File: src/rtl/rat_int_pkg.sv
// -----------------------------------------------------------------------------
// rat_int_pkg
// Shared types and constants for the RAT MCU interrupt controller.
//   int_state_t    : interrupt-sequencing FSM states
//   RAT_VEC_W      : program-counter width
//   RAT_INT_VECTOR : address of the interrupt service routine
// -----------------------------------------------------------------------------
package rat_int_pkg;

   typedef enum logic [2:0] {
      IDLE    = 3'd0,
      REQ     = 3'd1,
      SAVE    = 3'd2,
      SERVICE = 3'd3,
      RESTORE = 3'd4
   } int_state_t;

   localparam int RAT_VEC_W = 10;
   localparam logic [RAT_VEC_W-1:0] RAT_INT_VECTOR = 10'h3FF;

endpackage : rat_int_pkg

File: src/rtl/int_debounce.sv
// -----------------------------------------------------------------------------
// int_debounce
// Two-flop synchronizer, saturating high-time counter and rising-edge detect
// for an asynchronous interrupt line. A level held high for DEB_CYCLES
// synchronized cycles yields exactly one edge_pulse, however long it stays high.
//   clk        in  system clock, rising edge
//   rst_n      in  asynchronous active-low reset
//   din        in  raw asynchronous input
//   edge_pulse out one-cycle pulse when the debounced level rises
// -----------------------------------------------------------------------------
module int_debounce #(
   parameter int DEB_CYCLES = 4
) (
   input  logic clk,
   input  logic rst_n,
   input  logic din,
   output logic edge_pulse
);

   localparam int CW = $clog2(DEB_CYCLES + 1);
   localparam logic [CW-1:0] CNT_MAX = CW'(DEB_CYCLES);

   logic          sync1;
   logic          sync2;
   logic [CW-1:0] count;
   logic          deb;
   logic          deb_q;

   // NOTE: sequential state uses non-blocking assignments so every flop samples
   // pre-edge values; blocking here would collapse the synchronizer chain.
   always_ff @(posedge clk or negedge rst_n) begin
      if (!rst_n) begin
         sync1 <= 1'b0;
         sync2 <= 1'b0;
         count <= '0;
         deb_q <= 1'b0;
      end else begin
         sync1 <= din;
         sync2 <= sync1;
         // Any low synchronized sample restarts the qualification window.
         if (!sync2)
            count <= '0;
         else if (count != CNT_MAX)
            count <= count + CW'(1);
         deb_q <= deb;
      end
   end

   assign deb        = (count == CNT_MAX);
   assign edge_pulse = deb & ~deb_q;

endmodule : int_debounce

File: src/rtl/rat_int_ctrl.sv
// -----------------------------------------------------------------------------
// rat_int_ctrl
// Interrupt controller for the RAT MCU. Debounces the external interrupt,
// keeps a pending request, holds the interrupt-enable flag and sequences
// request / flag save / service / flag restore with the control unit.
//   clk         in  system clock, rising edge
//   rst_n       in  asynchronous active-low reset
//   intr        in  raw external interrupt (asynchronous)
//   i_set       in  SEI executed
//   i_clr       in  CLI executed (wins over i_set)
//   int_ack     in  control unit committed to the interrupt cycle
//   reti        in  RETID/RETIE executed, one-cycle pulse
//   reti_en     in  1 = RETIE, 0 = RETID
//   int_req     out registered interrupt request
//   i_flag      out interrupt enable flag
//   flg_shad_ld out one-cycle pulse: save C/Z into shadow flags
//   flg_ld_sel  out one-cycle select: restore C/Z from shadow flags
//   int_vec     out constant interrupt vector
//   busy        out high in SAVE or SERVICE
// -----------------------------------------------------------------------------
module rat_int_ctrl
   import rat_int_pkg::*;
#(
   parameter int                DEB_CYCLES = 4,
   parameter int                VEC_W      = RAT_VEC_W,
   parameter logic [VEC_W-1:0]  VECTOR     = RAT_INT_VECTOR
) (
   input  logic             clk,
   input  logic             rst_n,
   input  logic             intr,
   input  logic             i_set,
   input  logic             i_clr,
   input  logic             int_ack,
   input  logic             reti,
   input  logic             reti_en,
   output logic             int_req,
   output logic             i_flag,
   output logic             flg_shad_ld,
   output logic             flg_ld_sel,
   output logic [VEC_W-1:0] int_vec,
   output logic             busy
);

   int_state_t state;
   int_state_t next_state;
   logic       edge_pulse;
   logic       pending;
   logic       take_ack;

   int_debounce #(
      .DEB_CYCLES (DEB_CYCLES)
   ) u_debounce (
      .clk        (clk),
      .rst_n      (rst_n),
      .din        (intr),
      .edge_pulse (edge_pulse)
   );

   // int_ack only means something while a request is outstanding.
   assign take_ack = (state == REQ) && int_ack;

   // NOTE: next_state gets a default before the case so no path leaves it
   // unassigned; otherwise synthesis infers a latch.
   always_comb begin
      next_state = state;
      unique case (state)
         IDLE:    if (pending && i_flag) next_state = REQ;
         REQ: begin
            if (int_ack)    next_state = SAVE;
            else if (i_clr) next_state = IDLE;
         end
         SAVE:    next_state = SERVICE;
         SERVICE: if (reti) next_state = RESTORE;
         RESTORE: next_state = IDLE;
         default: next_state = IDLE;
      endcase
   end

   always_ff @(posedge clk or negedge rst_n) begin
      if (!rst_n) begin
         state       <= IDLE;
         pending     <= 1'b0;
         i_flag      <= 1'b0;
         int_req     <= 1'b0;
         flg_shad_ld <= 1'b0;
         flg_ld_sel  <= 1'b0;
      end else begin
         state <= next_state;

         // A new edge in the same cycle as the ack is kept, not lost.
         if (edge_pulse)
            pending <= 1'b1;
         else if (take_ack)
            pending <= 1'b0;

         // Entry to SAVE masks interrupts; entry to RESTORE reloads the mask
         // from reti_en while it is still qualified by the reti pulse.
         // SEI/CLI are ignored while SAVE or RESTORE is active.
         if (take_ack)
            i_flag <= 1'b0;
         else if (state == SERVICE && reti)
            i_flag <= reti_en;
         else if (state != SAVE && state != RESTORE) begin
            if (i_clr)
               i_flag <= 1'b0;
            else if (i_set)
               i_flag <= 1'b1;
         end

         // Registered outputs decoded from the state being entered.
         int_req     <= (next_state == REQ);
         flg_shad_ld <= (next_state == SAVE);
         flg_ld_sel  <= (next_state == RESTORE);
      end
   end

   assign busy    = (state == SAVE) || (state == SERVICE);
   assign int_vec = VECTOR;

endmodule : rat_int_ctrl

File: config.mk
export PLATFORM = sky130hd
export DESIGN_NAME = rat_int_ctrl
export DESIGN_NICKNAME = d
export VERILOG_FILES = /design/src/rtl/rat_int_pkg.sv /design/src/rtl/int_debounce.sv /design/src/rtl/rat_int_ctrl.sv
export SDC_FILE = /design/constraint.sdc
export NUM_CORES = 1
export LEC_CHECK = 0
export ABC_AREA = 1
export ABC_CLOCK_PERIOD_IN_PS = 1500
export CAP_MARGIN = 10
export CORE_MARGIN = 3
export CORE_UTILIZATION = 45
export CTS_CLUSTER_SIZE = 12
export DETAILED_ROUTE_END_ITERATION = 16
export PLACE_DENSITY_LB_ADDON = 0.3
export SYNTH_ARGS = -nofsm -noshare
export SYNTH_HDL_FRONTEND = slang
export SYNTH_HIERARCHICAL = 1
export SYNTH_SLANG_ARGS = --single-unit
export TNS_END_PERCENT = 30
File: constraint.sdc
create_clock -name clk -period 1.5 [get_ports clk]
set_input_delay 0.225 -clock clk [delete_from_list [all_inputs] [get_ports clk]]
set_output_delay 0.225 -clock clk [all_outputs]
set_load 0.01 [all_outputs]
==> metrics.yaml <==
status: "finished clean"
worstHoldPathType: "in -> async"
cts_setup_buffers: 0
cp-end-kind: "output port"
clk_pin_slew_ps: 90
power.ir.vdd_worst_mv: 0.928
cts_max_level: 1
ctsHoldBuffers: 0
p_seq_frac: 0.443
finalWeightedCongestion: 0.828
syn_area_per_cell_um2: 9.18
power_density_nw_per_um2: 1440
nFillCells: 127
total_power_uw: 1200
rsz0062_at_grt: "no"
drv_cap: 0
synth_edf_count: 0
drive_above_1_share: 0.152
final.setup.worst_slack_ps: 64.5
cts_tree: "built"
hold_violations: 0
firstDrtPassIters: 4
die_w_um: 44.9
reg2reg_depth: 7
die_h_um: 44.9
netlist_instances: 74
synth.largest_area_cell: "dfrtp_1"
min_period_ps: 1440
met1_length_um: 472
cpPeakStageDelay_ps: 550
r2r_setup_slack_ps: 370
report.final.setup_viol: 0
ys_warn_count: 6
slowest_stage: "clkdlybuf4s50_1"
rows: 13
max_freq_mhz: 697
cts_max_path_buffers: 2
grt_pass1_wl_um: 1970
ant_nets: 0
antenna_found_initial: 0
core_um2: 1350
ios: 23
syn_area_um2: 679
clock_latency_ps: 280
start_kind: "flop"
grt_pass1_vias: 436
crit_family: "buffers and inverters"
drc: 0
power_frac_comb: 0.334
ys.flop_type: "dfrtp_1"
p_switching_uw: 395
path_cells: "clkdlybuf4s50_1"
cts_sinks: 14
critPathKind: "reg -> out"
p_leak_uw: 0.000457
root_buffer: "clkbuf_4"
num_vias: 496
cp_max_fo: 3
synth_most_common_cell: "nand2_1"
start_util: 0.503
switching_share: 0.328
cts_buffers: 3
placement.setup.worst_slack_ps: 55.5
wl_per_cell_um: 10.3
drtIter0Drc: 11
viasPerCell: 4.64
fin_crit_sh: 0.957
p_int_uw: 807
dp.final_hpwl_um: 888
synthTopCellsByArea: "dfrtp_1 52%, buf_4 11%, nand2_1 8.3%, inv_1 5.0%, nand3_1 4.4%"
slew_viol_final: 0
synth_common_cells: "15 x nand2_1, 14 x dfrtp_1, 10 x buf_4"
synth_cell_types: 17
dieArea_um2: 2010
synth-seq-cells: 14
critPathArrivalTime_ps: 1210
yosysTopAreaCellShare: 0.516
portBuffers: 12
fin_tns_setup_ps: 0
antenna_cells: 0
yosysSeqAreaShare: 0.516
fin_skew_ps: 5.69
top_layer_used: "met4"
async_reset_ff_frac: 1.00
cp.required_ps: 1270
final_nets: 103
critical_path_buf_inv_count: 1
clockPowerShare: 0.223
crit_cells: 1
area_growth_pct: 23.0
dr_wl_met3_um: 87
drt_wl_total_um: 1110
route.met2.wl_um: 518
grt_overflow_total: 0
grt_max_degree: 15
grt.total_usage: 0.142
cell type report:
class	count	area, um^2	share of cell area
repair buffers	15	143	0.171
flip-flops and latches	14	350	0.419
inverters	9	33.8	0.0404
multi-input cells	50	254	0.304
clock buffers	4	36.3	0.0434
well taps	15	18.8	0.0225
timing repair:
item,in CTS,in global routing
resized for setup,2,2
setup endpoints to repair,1,1
endpoints found under the hold margin,0,0
power by group through the flow:
| stage | clock [uW] | combinational [uW] | sequential [uW] |
|---|---|---|---|
| finish | 268 | 401 | 533 |
| global route | 301 | 459 | 544 |
| detailed placement | 0 | 412 | 539 |
| floorplan | 0 | 235 | 540 |
| CTS | 280 | 403 | 531 |
| global placement | 0 | 405 | 531 |
state kept, by name, indices dropped and copies added, names as in the netlist:
register,count
flg_ld_sel,1
flg_shad_ld,1
i_flag,1
int_req,1
pending,1
state,3
u_debounce/count,3
u_debounce/deb_q,1
u_debounce/sync1,1
u_debounce/sync2,1
routing by layer:
layer	up-vias	global-route usage
met5	-	0
met4	0	0.105
met3	4	0.0359
met2	17	0.206
met1	224	0.180
li1	251	-
worst paths after layout:
check                                 start          endpoint
max                                  i_flag            i_flag
min                                   rst_n          state[1]
max reg2reg                        state[2]            i_flag
min reg2reg                u_debounce/sync1  u_debounce/sync2
max in group asynchronous             rst_n           pending
min in group clk           u_debounce/sync1  u_debounce/sync2
layout by cell type (no fill, tap or decap), drive strengths merged:
cell / count
clkdlybuf4s50: 11
buf: 3
nand3: 8
conb: 10
nand2: 16
a21oi: 1
clkbuf: 4
nor3: 1
a21o: 1
inv: 9
clkdlybuf4s15: 1
ha: 2
nand4: 2
nor2: 7
dfrtp: 14
o21ai: 2
through the flow:
stage,instances,hold WS (ps),area [um^2],util
after floorplan,83,-70.6,713,-
after global placement,103,332,800,0.592
after detailed placement,103,338,800,0.592
after CTS,107,239,835,0.618
after global routing,107,240,836,0.619
final,107,236,836,0.619
kinds of logic (layout without fill, tap and decap cells):
| family | after synthesis | after routing | synth area share |
|---|---|---|---|
| buffers and inverters | 19 | 28 | 0.160 |
| and+or+nand+nor | 34 | 34 | 0.249 |
| adders and majority gates | 2 | 2 | 0.0368 |
| DFF | 14 | 14 | 0.516 |
| AOI/OAI and AO/OA | 4 | 4 | 0.0331 |
| other | 1 | 10 | 0.00552 |
(Power assumes the default switching activity.)
